--- config.mk ---
export PLATFORM = sky130hd
export DESIGN_NAME = icache_dm
export DESIGN_NICKNAME = d
export VERILOG_FILES = /design/src/rtl/icache_dm.sv
export SDC_FILE = /design/constraint.sdc
export NUM_CORES = 1
export LEC_CHECK = 0
export CAP_MARGIN = 20
export CORE_AREA = 2 2 287 289
export CTS_CLUSTER_DIAMETER = 120
export DETAILED_ROUTE_END_ITERATION = 12
export DIE_AREA = 0 0 289 291
export HOLD_SLACK_MARGIN = 0.03
export PLACE_DENSITY = 0.83
export SKIP_CTS_REPAIR_TIMING = 1
export SYNTH_ARGS = -nofsm -noshare
export SYNTH_HDL_FRONTEND = slang
export SYNTH_SLANG_ARGS = --single-unit
export TNS_END_PERCENT = 50
--- constraint.sdc ---
create_clock -name clk -period 21.5 [get_ports clk]
set_input_delay 4.3 -clock clk [delete_from_list [all_inputs] [get_ports clk]]
set_output_delay 4.3 -clock clk [all_outputs]
set_load 0.1 [all_outputs]
--- src/rtl/icache_dm.sv ---
// Direct-mapped read-only instruction cache with single-line refill from a 128-bit memory port.
// Optional hit/miss counters are enabled with `define ICACHE_PERF_EN.
module icache_dm #(
    parameter int unsigned IDX_W = 3
) (
    input  logic         clk,
    input  logic         rst_n,
    input  logic         proc_read,
    input  logic         proc_write,
    input  logic [29:0]  proc_addr,
    input  logic [31:0]  proc_wdata,
    output logic [31:0]  proc_rdata,
    output logic         proc_stall,
    output logic         mem_read,
    output logic         mem_write,
    output logic [27:0]  mem_addr,
    output logic [127:0] mem_wdata,
    input  logic [127:0] mem_rdata,
    input  logic         mem_ready
`ifdef ICACHE_PERF_EN
    ,
    output logic [31:0]  hit_cnt,
    output logic [31:0]  miss_cnt
`endif
);

    localparam int unsigned NUM_LINES = 1 << IDX_W;
    localparam int unsigned TAG_W     = 28 - IDX_W;

    typedef enum logic {IDLE, REFILL} state_t;

    state_t                 state_q;
    logic [NUM_LINES-1:0]   valid_q;
    logic [TAG_W-1:0]       tag_q  [NUM_LINES];
    logic [127:0]           data_q [NUM_LINES];

    logic [IDX_W-1:0]       addr_idx;
    logic [TAG_W-1:0]       addr_tag;
    logic [IDX_W-1:0]       fill_idx;
    logic [TAG_W-1:0]       fill_tag;
    logic [127:0]           line_sel;
    logic                   hit;
    logic                   miss_start;
    logic                   fill_done;

    assign addr_idx   = proc_addr[IDX_W+1:2];
    assign addr_tag   = proc_addr[29:IDX_W+2];
    assign fill_idx   = mem_addr[IDX_W-1:0];
    assign fill_tag   = mem_addr[27:IDX_W];
    assign line_sel   = data_q[addr_idx];

    assign hit        = proc_read & valid_q[addr_idx] & (tag_q[addr_idx] == addr_tag);
    assign proc_stall = proc_read & ~((state_q == IDLE) & hit);
    assign proc_rdata = line_sel[{proc_addr[1:0], 5'd0} +: 32];
    assign miss_start = (state_q == IDLE) & proc_read & ~hit;
    assign fill_done  = (state_q == REFILL) & mem_ready;

    assign mem_write  = 1'b0;
    assign mem_wdata  = 128'd0;

    // Write data and the store-side interface are intentionally ignored by a read-only cache.
    logic unused_ok;
    assign unused_ok = ^{proc_write, proc_wdata};

    // Control FSM: latches the missing line address and holds the refill request until mem_ready.
    always_ff @(posedge clk) begin
        if (!rst_n) begin
            state_q  <= IDLE;
            mem_read <= 1'b0;
            mem_addr <= 28'd0;
            valid_q  <= '0;
        end else begin
            case (state_q)
                IDLE: begin
                    if (miss_start) begin
                        mem_addr <= proc_addr[29:2];
                        mem_read <= 1'b1;
                        state_q  <= REFILL;
                    end
                end
                REFILL: begin
                    if (mem_ready) begin
                        valid_q[fill_idx] <= 1'b1;
                        mem_read          <= 1'b0;
                        state_q           <= IDLE;
                    end
                end
                default: begin
                    state_q  <= IDLE;
                    mem_read <= 1'b0;
                end
            endcase
        end
    end

    // Line storage; a refill coinciding with reset is discarded.
    always_ff @(posedge clk) begin
        if (rst_n && fill_done) begin
            tag_q[fill_idx]  <= fill_tag;
            data_q[fill_idx] <= mem_rdata;
        end
    end

`ifdef ICACHE_PERF_EN
    always_ff @(posedge clk) begin
        if (!rst_n) begin
            hit_cnt  <= 32'd0;
            miss_cnt <= 32'd0;
        end else begin
            if ((state_q == IDLE) && hit) hit_cnt <= hit_cnt + 32'd1;
            if (miss_start)               miss_cnt <= miss_cnt + 32'd1;
        end
    end
`endif

endmodule
# Word-level counts from Yosys, hierarchy flattened
# Memories as Yosys holds them, arrays and structs flattened.
# Cells that the tools add are included.
# word_totals
reg_bits	38
latchBits	0
ram_bits	1224
romBits	0
input_bits	195
out_inout_bits	191
word_cells	41
n_memories	2
# mem_list
name	depth	width	read_ports	rd_clocked_by_memory_dff	wr	line_no	text
data_q	8	128	1	0	1	35	logic [127:0] data_q [NUM_LINES];
tag_q	8	25	1	0	1	34	logic [TAG_W-1:0] tag_q [NUM_LINES];
# op_classes
n_addsub	0
mul	0
div	0
magnitude_cmp	3
eq_ne	3
shifts	1
mux	12
n_bitwise	11
reduce_logical	5
# op_table
cell	n
128-bit by 8-bit variable part select with 32-bit output	1
25-bit equality test	1
3-bit by 4-bit < comparator with 1-bit output (second input constant)	2
1-bit two-way mux	8
8-bit OR	1
1-bit AND	7
2-bit AND reduction	3
2-bit != test (second input constant)	2
1-bit one-hot mux with 2 select lines	2
1-bit binary-select mux with 3-bit select	1
1-bit demux with 3-bit select	1
3-bit by 1-bit >= comparator with 1-bit output (second input constant)	1
1-bit NOT	3
1-bit logical AND	2

# Longest topological paths before layout
# logic_depth
word_depth	8
mapped_depth	12
depth_no_buf	7

# Worst setup path before layout
# Ideal clock, no wire load.
# synth_timing
kind	input port to flip-flop
start	input port rst_n
end	memory data_q[1][0], enable pin
setup_time_ps	853
arrival_time_ps	14923
required_ps	20647
slack_ps	5723
path_stages	2
path_buffers	0
cell_sequence	nand4_1 -> nor3_1
# synth_via
elab_chain_cells	3
# synth_rtl
item	line_no	text
from (decl)	7	input logic rst_n,
1-bit logical AND	98	if (rst_n && fill_done) begin
1-bit two-way mux	98	
1-bit two-way mux (implied by the code)	100	data_q[fill_idx] <= mem_rdata;
to (decl)	35	
# Every way passes these cells.

# Worst setup path in the final report
# layout_timing
start	input port proc_addr[3]
end	output port proc_rdata[15]
# layout_via
elab_chain_cells	2
# layout_rtl
item	line_no	text
from (decl)	10	input logic [29:0] proc_addr,
memory 8 x 128 bit	--	
128-bit by 8-bit variable part select with 32-bit output	54	assign proc_rdata = line_sel[{proc_addr[1:0], 5'd0} +: 32];
to (decl)	12	output logic [31:0] proc_rdata,
# Every way passes these cells.

==> summary.md <==
| Metric | Value |
|---|---|
| Status | `finished clean` |
| HPWL after detailed placement | `55590 um` |
| Skew final | `0.02160 ns` |
| Initial DRC Count | `2243` |
| Clk slew on worst S/H paths | `0.06 ns` |
| Number of flops mapped to enable cells by yosys | `1224` |
| Core area | `81190 sq um` |
| Syn Area/Cell | `23.06 sq um` |
| Gr usage total | `25.14%` |
| Max_slew headroom | `21.25%` |
| Setup TNS | `0 ns` |
| Final hold vios | `0` |
| Synth area leader | `edfxtp_1` |
| Placed cells | `3351` |
| Finished Layout Cells | `3583` |
| Top Ports | `386` |
| FMAX | `72.50 MHz` |
| Initial Util | `60.53%` |
| Fin crit share | `64.16%` |
| Internal power | `4.038 mW` |
| Maximum VDD drop | `70.33 uV` |
| Dpl cell area | `52050 sq um` |
| H-tree Lvls | `3` |
| P_sw | `1.216 mW` |
| Max Cap Viol | `0` |
| Die area | `84100 sq um` |
| TritonCTS sink count | `1262` |
| Register share of total power | `51.9%` |
| #FFs+latches synth | `1262` |
| WP data required | `17.20 ns` |
| Count of cell types in the netlist | `56` |
| Final setup fails | `0` |
| Largest net degree at the start of global routing | `137` |
| Sequential area share after synthesis | `76.34%` |
| Share of cells above drive strength 1 | `24.85%` |
| RD Place Congestion | `0.7957` |
| WS Path Type | `in2out` |
| Total grt overflow | `0` |
| Leakage | `17.88 nW` |
| Initial antenna violation count | `21` |
| CP Data Arrival Time | `9.49 ns` |
| TritonCTS Buffers | `119` |
| Startpoint types | `input pin` |
| Worst Tran Pin Value | `1.178 ns` |
| First-pass GRT wire length | `153000 um` |
| Clock Root Buffer | `clkbuf_16` |
| Die height | `291 um` |
| Clock Power Share | `39.6%` |
| Fillers | `4735` |
| Clock tree buffer depth | `3` |
| Vias in the first global route | `23470` |
| Synthesized area | `49140 sq um` |
| IO Port Bufs | `223` |
| DRC viols | `0` |
| Ranking of synthesized cells by area | `edfxtp_1, mux4_2, buf_4` |
| Pins Over Slew Limit | `0` |
| Final ANT Viol Nets | `0` |
| Place WS | `7.791 ns` |
| Commonest non-fill, non-tap cell in the layout | `edfxtp_1` |
| Synthesized instance count | `2131` |
| Switching share of power | `23.15%` |
| Final WS setup | `7.706 ns` |
| DR pass1 iterations | `5` |
| Critical path capture point type | `output pin` |
| Synthesis-to-finish area growth | `14.04%` |
| Final Routed Wirelength | `104600 um` |
| Via density per instance | `6.221` |
| CTS tree | `built` |
| Nets | `2600` |
| Comb power frac | `8.6%` |
| Num rows | `105` |
| Finished Cell Area | `56050 sq um` |
| Ys Warns | `0` |
| DR WL/cell | `29.19 um` |
| Die Wd | `289 um` |
| Tmin final | `13.79 ns` |
| Share of the synthesized area in the top cell type | `74.79%` |
| Main flop type after synthesis | `edfxtp_1` |
| Post-layout util | `69.03%` |
| Most frequent cells in the layout | `edfxtp_1, mux4_2, clkdlybuf4s50_1` |
| Asr flop ratio synth | `0%` |
| Clk_lat worst skew | `0.69 ns` |
| RSZ-0062 raised after global routing | `false` |
| Via count | `22290` |
| Power density over cell area | `93.74 nW/um^2` |
| Hold crit path type | `reg2reg` |
| CP Max Fanout | `104` |
-- cells by family after synthesis --
family	count (synthesis)	synth area share, %
flip-flops	1262	76.34
multiplexers	467	18.53
buffers and inverters	232	3.040
AND/OR/NAND/NOR	105	1.059
AO/OA/AOI/OAI	48	0.7384
XOR/XNOR	16	0.2852
other	1	0.007631
-- metrics by stage --
stage | total power [mW] | hold WS, ns
floorplan | 3.124 | 0.4211
global placement | 3.212 | 0.4274
detailed placement | 3.223 | 0.4479
CTS | 5.284 | 0.4612
global route | 5.389 | 0.4793
finish | 5.254 | 0.4622
-- per-layer routing --
metal	wire length [um]	vias to the layer above	global-route usage (%)
met3	8390	210	5.658
met2	55170	971	42.29
met1	37680	11800	32.50
met5	155	-	0
li1	-	9278	-
met4	3180	26	8.977
-- worst max-delay path, stage by stage --
cell and delay, ns:
buf_8 0.60, buf_4 0.97, buf_4 1.00, mux4_2 0.46, mux4_2 0.56, mux2_2 0.29
clkdlybuf4s50_1 1.01
-- worst paths after layout --
path / cells after the start / endpoint / slack (ns) / startpoint
setup / recovery: 7 / proc_rdata[15] / 7.71 / proc_addr[3]
hold / removal: 1 / valid_q[6] / 0.46 / valid_q[6]
setup reg to reg: 4 / data_q[3][98] / 17.68 / state_q
hold reg to reg: 1 / valid_q[6] / 0.46 / valid_q[6]
-- registers in the layout, summed over array words and instances (netlist names) --
name	count
state_q	1
mem_addr	28
mem_read	1
tag_q	200
data_q	1024
valid_q	8
-- power groups by stage --
stage,registers (mW),logic [mW],clock network [mW]
after floorplan,2.80,0.319,0
after global placement,2.77,0.438,0
after detailed placement,2.78,0.446,0
after CTS,2.72,0.451,2.11
after global routing,2.73,0.467,2.20
final,2.73,0.450,2.08
-- cells in the mapped netlist, types with 2 or more instances --
master / number
or3_1: 5
xor2_1: 15
a21o_1: 8
inv_1: 2
nand4_1: 5
a211oi_1: 2
dfxtp_1: 38
a22oi_1: 5
nand2b_1: 3
mux2i_1: 72
a22o_1: 7
o21ai_0: 6
mux2_2: 43
buf_4: 134
buf_1: 18
clkbuf_1: 27
o22ai_1: 5
nand2_1: 63
nor3_1: 3
edfxtp_1: 1224
mux2_4: 2
nor2_1: 8
o21a_1: 3
buf_2: 42
nor2b_1: 4
buf_6: 9
mux4_2: 349
-- final cells by class --
| cell class | instances | area (sq um) | share of cell area [%] |
|---|---|---|---|
| Multi-Input combinational cell | 765 | 10680 | 19.05 |
| Tap cell | 1070 | 1339 | 2.389 |
| Clock inverter | 81 | 842.1 | 1.502 |
| Antenna cell | 10 | 25.02 | 0.04465 |
| Clock buffer | 138 | 3059 | 5.458 |
| Inverter | 2 | 7.507 | 0.01339 |
| Sequential cell | 1262 | 37520 | 66.94 |
| Timing Repair Buffer | 255 | 2579 | 4.601 |
No activity file was read; power rests on OpenSTA's default activity.
